[src/rtl/adder_avst.sv]
// Avalon-ST packet summer: adds the bytes of each input packet modulo 2^WIDTH
// and queues one single-beat result per packet in a small FIFO.
module adder_avst #(
    parameter int WIDTH = 8,
    parameter int DEPTH = 4
) (
    input  logic             clk,
    input  logic             reset,
    input  logic [WIDTH-1:0] data_in,
    input  logic             end_in,
    input  logic             valid_in,
    input  logic             ready_out,
    output logic             ready_in,
    output logic [WIDTH-1:0] data_out,
    output logic             valid_out,
    output logic             end_out
);

    localparam int AW = (DEPTH > 1) ? $clog2(DEPTH) : 1;
    localparam int CW = AW + 1;
    localparam logic [CW-1:0] FULL_COUNT = CW'(DEPTH);

    logic [WIDTH-1:0] accQ, accD;
    logic [WIDTH-1:0] memQ [DEPTH];
    logic [AW-1:0]    wrPtrQ, wrPtrD;
    logic [AW-1:0]    rdPtrQ, rdPtrD;
    logic [CW-1:0]    countQ, countD;
    logic             readyQ;

    logic             accept;
    logic             push;
    logic             pop;
    logic [WIDTH-1:0] sum;

    assign accept    = valid_in && readyQ;
    assign push      = accept && end_in;
    assign sum       = accQ + data_in;
    assign valid_out = (countQ != '0);
    assign pop       = valid_out && ready_out;
    assign ready_in  = readyQ;
    assign data_out  = valid_out ? memQ[rdPtrQ] : '0;
    assign end_out   = valid_out;

    always_comb begin
        accD   = accQ;
        wrPtrD = wrPtrQ;
        rdPtrD = rdPtrQ;
        countD = countQ;
        if (accept) begin
            accD = end_in ? '0 : sum;
        end
        if (push) begin
            wrPtrD = wrPtrQ + AW'(1);
        end
        if (pop) begin
            rdPtrD = rdPtrQ + AW'(1);
        end
        countD = countQ + CW'(push) - CW'(pop);
    end

    // ready_in is derived from next occupancy so it stays purely registered
    always_ff @(posedge clk) begin
        if (!reset) begin
            accQ   <= '0;
            wrPtrQ <= '0;
            rdPtrQ <= '0;
            countQ <= '0;
            readyQ <= 1'b0;
        end else begin
            accQ   <= accD;
            wrPtrQ <= wrPtrD;
            rdPtrQ <= rdPtrD;
            countQ <= countD;
            readyQ <= (countD != FULL_COUNT);
        end
    end

    always_ff @(posedge clk) begin
        if (reset && push) begin
            memQ[wrPtrQ] <= sum;
        end
    end

endmodule

[config.mk]
export PLATFORM = sky130hd
export DESIGN_NAME = adder_avst
export DESIGN_NICKNAME = d
export VERILOG_FILES = /design/src/rtl/adder_avst.sv
export SDC_FILE = /design/constraint.sdc
export NUM_CORES = 1
export LEC_CHECK = 0
export ABC_AREA = 1
export CAP_MARGIN = 30
export CORE_MARGIN = 1.5
export CORE_UTILIZATION = 45
export DETAILED_ROUTE_END_ITERATION = 12
export GPL_TIMING_DRIVEN = 1
export PLACE_DENSITY = 0.68
export SETUP_SLACK_MARGIN = 0.2
export SLEW_MARGIN = 10
export SYNTH_ARGS = -nofsm -noshare
export SYNTH_HDL_FRONTEND = slang
export SYNTH_SLANG_ARGS = --single-unit
[constraint.sdc]
create_clock -name clk -period 2.7 [get_ports clk]
set_input_delay 0.54 -clock clk [delete_from_list [all_inputs] [get_ports clk]]
set_output_delay 0.54 -clock clk [all_outputs]
set_load 0.02 [all_outputs]
# Word level (Yosys, flattened, before mapping)
# Memories as Yosys holds them, arrays and structs flattened. A register that Yosys moved wholly into a read port is not among the register bits.
# Cells that the tools add are included.
# W data, S select, Z words.
# word_totals
regBits	16
latch_bits	0
ram_bits	32
romBits	0
input_bits	13
out_inout_bits	11
memories	1
# mem_list
memory	depth	width	rd	rd_clocked_by_memory_dff	write_ports	line	source
memQ	4	8	1	1	1	24	logic [WIDTH-1:0] memQ [DEPTH];
# classes
n_addsub	5
mul	0
div	0
order_cmp	0
n_eq_ne	1
shifts	0
n_mux	6
n_bitwise	0
reduce_logical	5
# op_table
op	count
$mux W8	2
$add A8 B8 Y8	1
$add A2 B1 Y2 const B	2
$logic_and A1 B1 Y1	4
$mux W2	2
$add A3 B1 Y3	1
$ne A3 B3 Y1 const B	1
$reduce_bool A3 Y1	1
$sub A3 B1 Y3	1
$mux W1	2

# Logic depth before layout (Yosys ltp)
# depth
word_depth	5
mapped_depth	11
ltp_nobuf	11

# Least setup slack after synthesis
# OpenSTA, ideal clock, no wires.
# synth_timing
path_type	register -> register
from	register countQ[1]
to	register readyQ, in the netlist ready_in
setup_time_ps	115
arrival_time_ps	2096
setup_slack_ps	489
path_stages_with_launch	12
synth_period_minus_slack_ps	2211
cell_sequence	dfxtp_1 nor3_4 nor2_4 ha_1 inv_1 ha_1 inv_1 fa_1 xnor2_1 xor2_1 o21ai_0 inv_1
# synth_between
elab_chain_len	4
elab_cells_between_ends	5
# synth_rtl
element	line	source
start, declared	27	logic [CW-1:0] countQ, countD;
start signal, assigned	73	countQ <= countD;
$reduce_bool A3 Y1	38	assign valid_out = (countQ != '0);
$logic_and A1 B1 Y1	39	assign pop = valid_out && ready_out;
named net pop	32	logic pop;
$sub A3 B1 Y3	58	countD = countQ + CW'(push) - CW'(pop);
$ne A3 B3 Y1	74	readyQ <= (countD != FULL_COUNT);
end signal, assigned	74	
end, declared	28	logic readyQ;
# The timed path passes the listed nets, and every way through them passes these cells.
# A chain may end at the register's enable or synchronous reset.

==> summary by stage <==
Status
The flow ran to the end, and the final reports show no timing, DRC or antenna violations.

Timing
The number of max-slew violations in the final report was 0. For this run, the top clock speed supported by timing is 418 MHz. The accumulated negative setup slack is 0 ps. The total count of hold-check failures in the final report is 0. The post-route fraction of the period consumed by the critical path is 0.886. The post-route worst setup slack is 308 ps. The worst slew margin relative to its limit is 0.711. The routed design could run at a clock period as short as ~2400 ps. Setup repair after global routing left no endpoint under its margin. The final worst clock skew is between 5 and 6 ps. The actual slew at the worst max-slew pin is approximately 430 ps. Setup violations remaining at the end of the flow were counted as 0.

Floorplanning
The die boundary height is roughly 75 µm. The die covers around 0.0056 mm². The top-level port count is 24. The floorplan step defined a core boundary enclosing about 0.0051 mm². The starting utilization of the core area is 0.462. The number of placement rows is 26. The die is about 75 µm wide.

Synthesis
After technology mapping, the gate count stands at approximately 240. Of the post-synthesis cell area, the dominant cell type holds 0.410. The commonest cells after synthesis are sky130_fd_sc_hd__nor2_1 (40), sky130_fd_sc_hd__nand2_1 (35), sky130_fd_sc_hd__edfxtp_1 (32). The summed instance area of the synthesized netlist is 0.00234 mm². The library cell occupying the most area in the post-synthesis netlist is sky130_fd_sc_hd__edfxtp_1. The proportion of synthesized chip area in sequential cells is 0.564. In the post-synthesis netlist, the biggest area contributors are sky130_fd_sc_hd__edfxtp_1 (41%), sky130_fd_sc_hd__dfxtp_1 (15%), sky130_fd_sc_hd__ha_1 (6.9%).

The number of nets handed over by synthesis was ~270. Among all flip-flop cells after synthesis, the most frequent one is sky130_fd_sc_hd__edfxtp_1. The average size of a mapped cell is between 9 and 10 µm². The synthesized netlist contains 27 unique library cells.

For this run, the number of Yosys warnings is 0. In this run, synthesis produced a sequential element count of 50. By instance count, the leading cell after synthesis is sky130_fd_sc_hd__nor2_1. The synthesized design contains 32 enable-type register cells. Of all flip-flops after synthesis, the portion carrying an async set or reset was 0.

Placed design
The cell area reported after detailed placement is between 0.002 and 0.003 mm². The post-DP HPWL is 2990 µm. Routability-driven placement finished with a final weighted congestion of about 0.77.

The number of buffers added on ports is 23. The setup slack at placement is 21.6 ps.

Setup path
The launch point of the worst reg-to-reg path is countQ[1]$_SDFF_PN0_. STA puts the critical path data arrival time at 1850 ps. For the worst setup path, the data required time is approximately 2200 ps. The largest fanout on the critical path is 17. In this run the register-to-register setup slack is around 550 ps.

The element type at the critical path start is a flip-flop. The category of the worst setup path capture point is an output pin. The category of the critical setup timing path is reg2out.

Global routing
The first-pass GRT wire length is roughly 7000 µm. The remaining global-route overflow is 0. The initial antenna violation count came to 0. The number of global-route vias before repair is 1564. Across every metal layer, demand over resource in global routing totals 0.173. Entering global routing, the biggest net connects 18 pins.

Flow run
The tool flagged a number of max-cap violations equal to 0.

Route
The remaining antenna violation count is 0. The detailed router finished its first iteration with 84 violations. The total via count after detailed routing is between 1500 and 2000. The number of design rule violations left after detail routing is 0. Summed over all layers, the routed wires come to between 4000 and 5000 µm.

The ratio of routed vias to standard cells is roughly 4.8. The wire length per cell is ~12 µm. The first-pass iteration count of the detailed router is 4.

Pwr
The worst IR drop on VDD is roughly 470 µV. Power spread over the standard cell area amounts to around 840 mW/mm². The leakage dissipation is roughly 1.2 nW.

CTS
Counting the buffers created by CTS gives 5. The clock latency reported for the late side of the worst-skew pair is around 300 ps. The maximum buffer depth of the clock tree is 2.

TritonCTS built the clock tree. The tree built by TritonCTS fans out to 50 sinks. The master cell of the clock root buffer is sky130_fd_sc_hd__clkbuf_8. The total number of H-tree levels is 2. The clock transition time at the flip-flop clock pins of the worst setup and hold paths is 90 ps.

Final layout
The fill cell instance count of the final layout is about 480. Summing all non-filler instances in the final layout gives an area of about 0.0028 mm². The fraction of final layout cells sized beyond drive strength 1 is 0.0945.

The signed area change from the synthesized netlist to the final layout is 21.4%. The repair_antennas step left the layout with diodes totalling 0. The total number of nets in the final design is between 300 and 400.

Worst hold path
The origin of the worst min-delay path is accQ[2]$_SDFFE_PN0N_. The tightest min-delay check is of the reg2reg type.
-- sequential cells by signal, summed over array words and instances, names as in the netlist, named ones only --
name      count
wrPtrQ        2
memQ         32
accQ          8
countQ        3
rdPtrQ        2
ready_in      1
-- where the power goes --
group / internal, mW / switching [mW]
logic: 0.390 / 0.526
clock network: 0.278 / 0.244
registers: 0.901 / 0.0526
total: 1.57 / 0.823
-- path summary, 6_finish.rpt --
kind,endpoint,depth (start not counted)
worst min-delay path,accQ[2]$_SDFFE_PN0N_,2
worst max-delay path,data_out[4],6
worst min register to register,accQ[2]$_SDFFE_PN0N_,2
worst max register to register,ready_in$_SDFF_PN0_,11
-- layer usage --
layer,track usage,up-vias,share of wire
li1,-,864,-
met1,0.214,751,0.46
met2,0.296,32,0.49
met3,0.0375,4,0.033
met4,0.0655,0,0.016
met5,0,-,0
-- layout by cell type (no fill, tap or decap) --
master / netlist / layout
sky130_fd_sc_hd__nand2_4: 1 / 1
sky130_fd_sc_hd__bufinv_16: 0 / 1
sky130_fd_sc_hd__clkdlybuf4s50_1: 0 / 17
sky130_fd_sc_hd__clkbuf_8: 0 / 5
sky130_fd_sc_hd__dlymetal6s2s_1: 0 / 6
sky130_fd_sc_hd__a21oi_1: 23 / 23
sky130_fd_sc_hd__inv_4: 0 / 1
sky130_fd_sc_hd__nor2_4: 2 / 2
sky130_fd_sc_hd__clkinv_1: 1 / 1
sky130_fd_sc_hd__or2_1: 1 / 1
sky130_fd_sc_hd__ha_1: 13 / 13
sky130_fd_sc_hd__inv_1: 22 / 22
sky130_fd_sc_hd__and2_1: 3 / 3
sky130_fd_sc_hd__o21ai_0: 18 / 18
sky130_fd_sc_hd__inv_6: 0 / 1
sky130_fd_sc_hd__o21ai_1: 2 / 2
sky130_fd_sc_hd__nand4_1: 1 / 1
sky130_fd_sc_hd__xor2_1: 3 / 3
sky130_fd_sc_hd__nor2_1: 40 / 40
sky130_fd_sc_hd__xnor2_1: 3 / 3
sky130_fd_sc_hd__clkinv_2: 0 / 1
sky130_fd_sc_hd__fa_1: 2 / 2
sky130_fd_sc_hd__buf_4: 2 / 11
sky130_fd_sc_hd__nand2_1: 35 / 35
sky130_fd_sc_hd__dfxtp_1: 18 / 18
sky130_fd_sc_hd__nand3b_1: 2 / 2
sky130_fd_sc_hd__o21ai_2: 1 / 1
sky130_fd_sc_hd__a21oi_2: 1 / 1
sky130_fd_sc_hd__edfxtp_1: 32 / 32
sky130_fd_sc_hd__nand3_1: 7 / 7
sky130_fd_sc_hd__nor3_4: 1 / 1
-- cell families (layout without fill, tap and decap cells) --
kind of cell | count (synthesis) | after routing | synth area share
flops | 50 | 50 | 0.564
fa+ha+maj | 15 | 15 | 0.0865
compound gates | 45 | 45 | 0.0994
buf+inv | 29 | 66 | 0.0513
xor+xnor | 6 | 6 | 0.0224
simple gates | 93 | 93 | 0.176
-- stage by stage --
step                      hold slack [ps]  utilization  total power [mW]  std cells
after global placement                457        0.535              1.88        337
after floorplan                       449            -              1.55        238
after detailed placement              462        0.535              1.91        337
after global routing                  489        0.560              2.55        345
after CTS                             476        0.557              2.43        345
final                                 475        0.560              2.39        345
-- area by class of cell --
cell class,instances,area [µm²],area share
Clock buffer,5,68.8,0.0242
Clock inverter,3,43.8,0.0154
Inverter,24,92.6,0.0326
Multi-Input combinational cell,159,901,0.317
Sequential cell,50,1320,0.465
Tap cell,70,87.6,0.0308
Timing Repair Buffer,34,328,0.115
-- repair_timing --
action,in CTS,in global routing
hold buffers,0,0
resized for setup,0,8
endpoints found under the setup margin,0,8
buffers inserted,0,0
-- worst max-delay path, stage by stage (launching register included) --
cell and delay (ps):
sky130_fd_sc_hd__dfxtp_1 320, sky130_fd_sc_hd__buf_4 220, sky130_fd_sc_hd__nor2_1 70, sky130_fd_sc_hd__nor2_1 80, sky130_fd_sc_hd__o21ai_0 80, sky130_fd_sc_hd__a21oi_1 160
sky130_fd_sc_hd__clkdlybuf4s50_1 620
(Power assumes the default switching activity.)
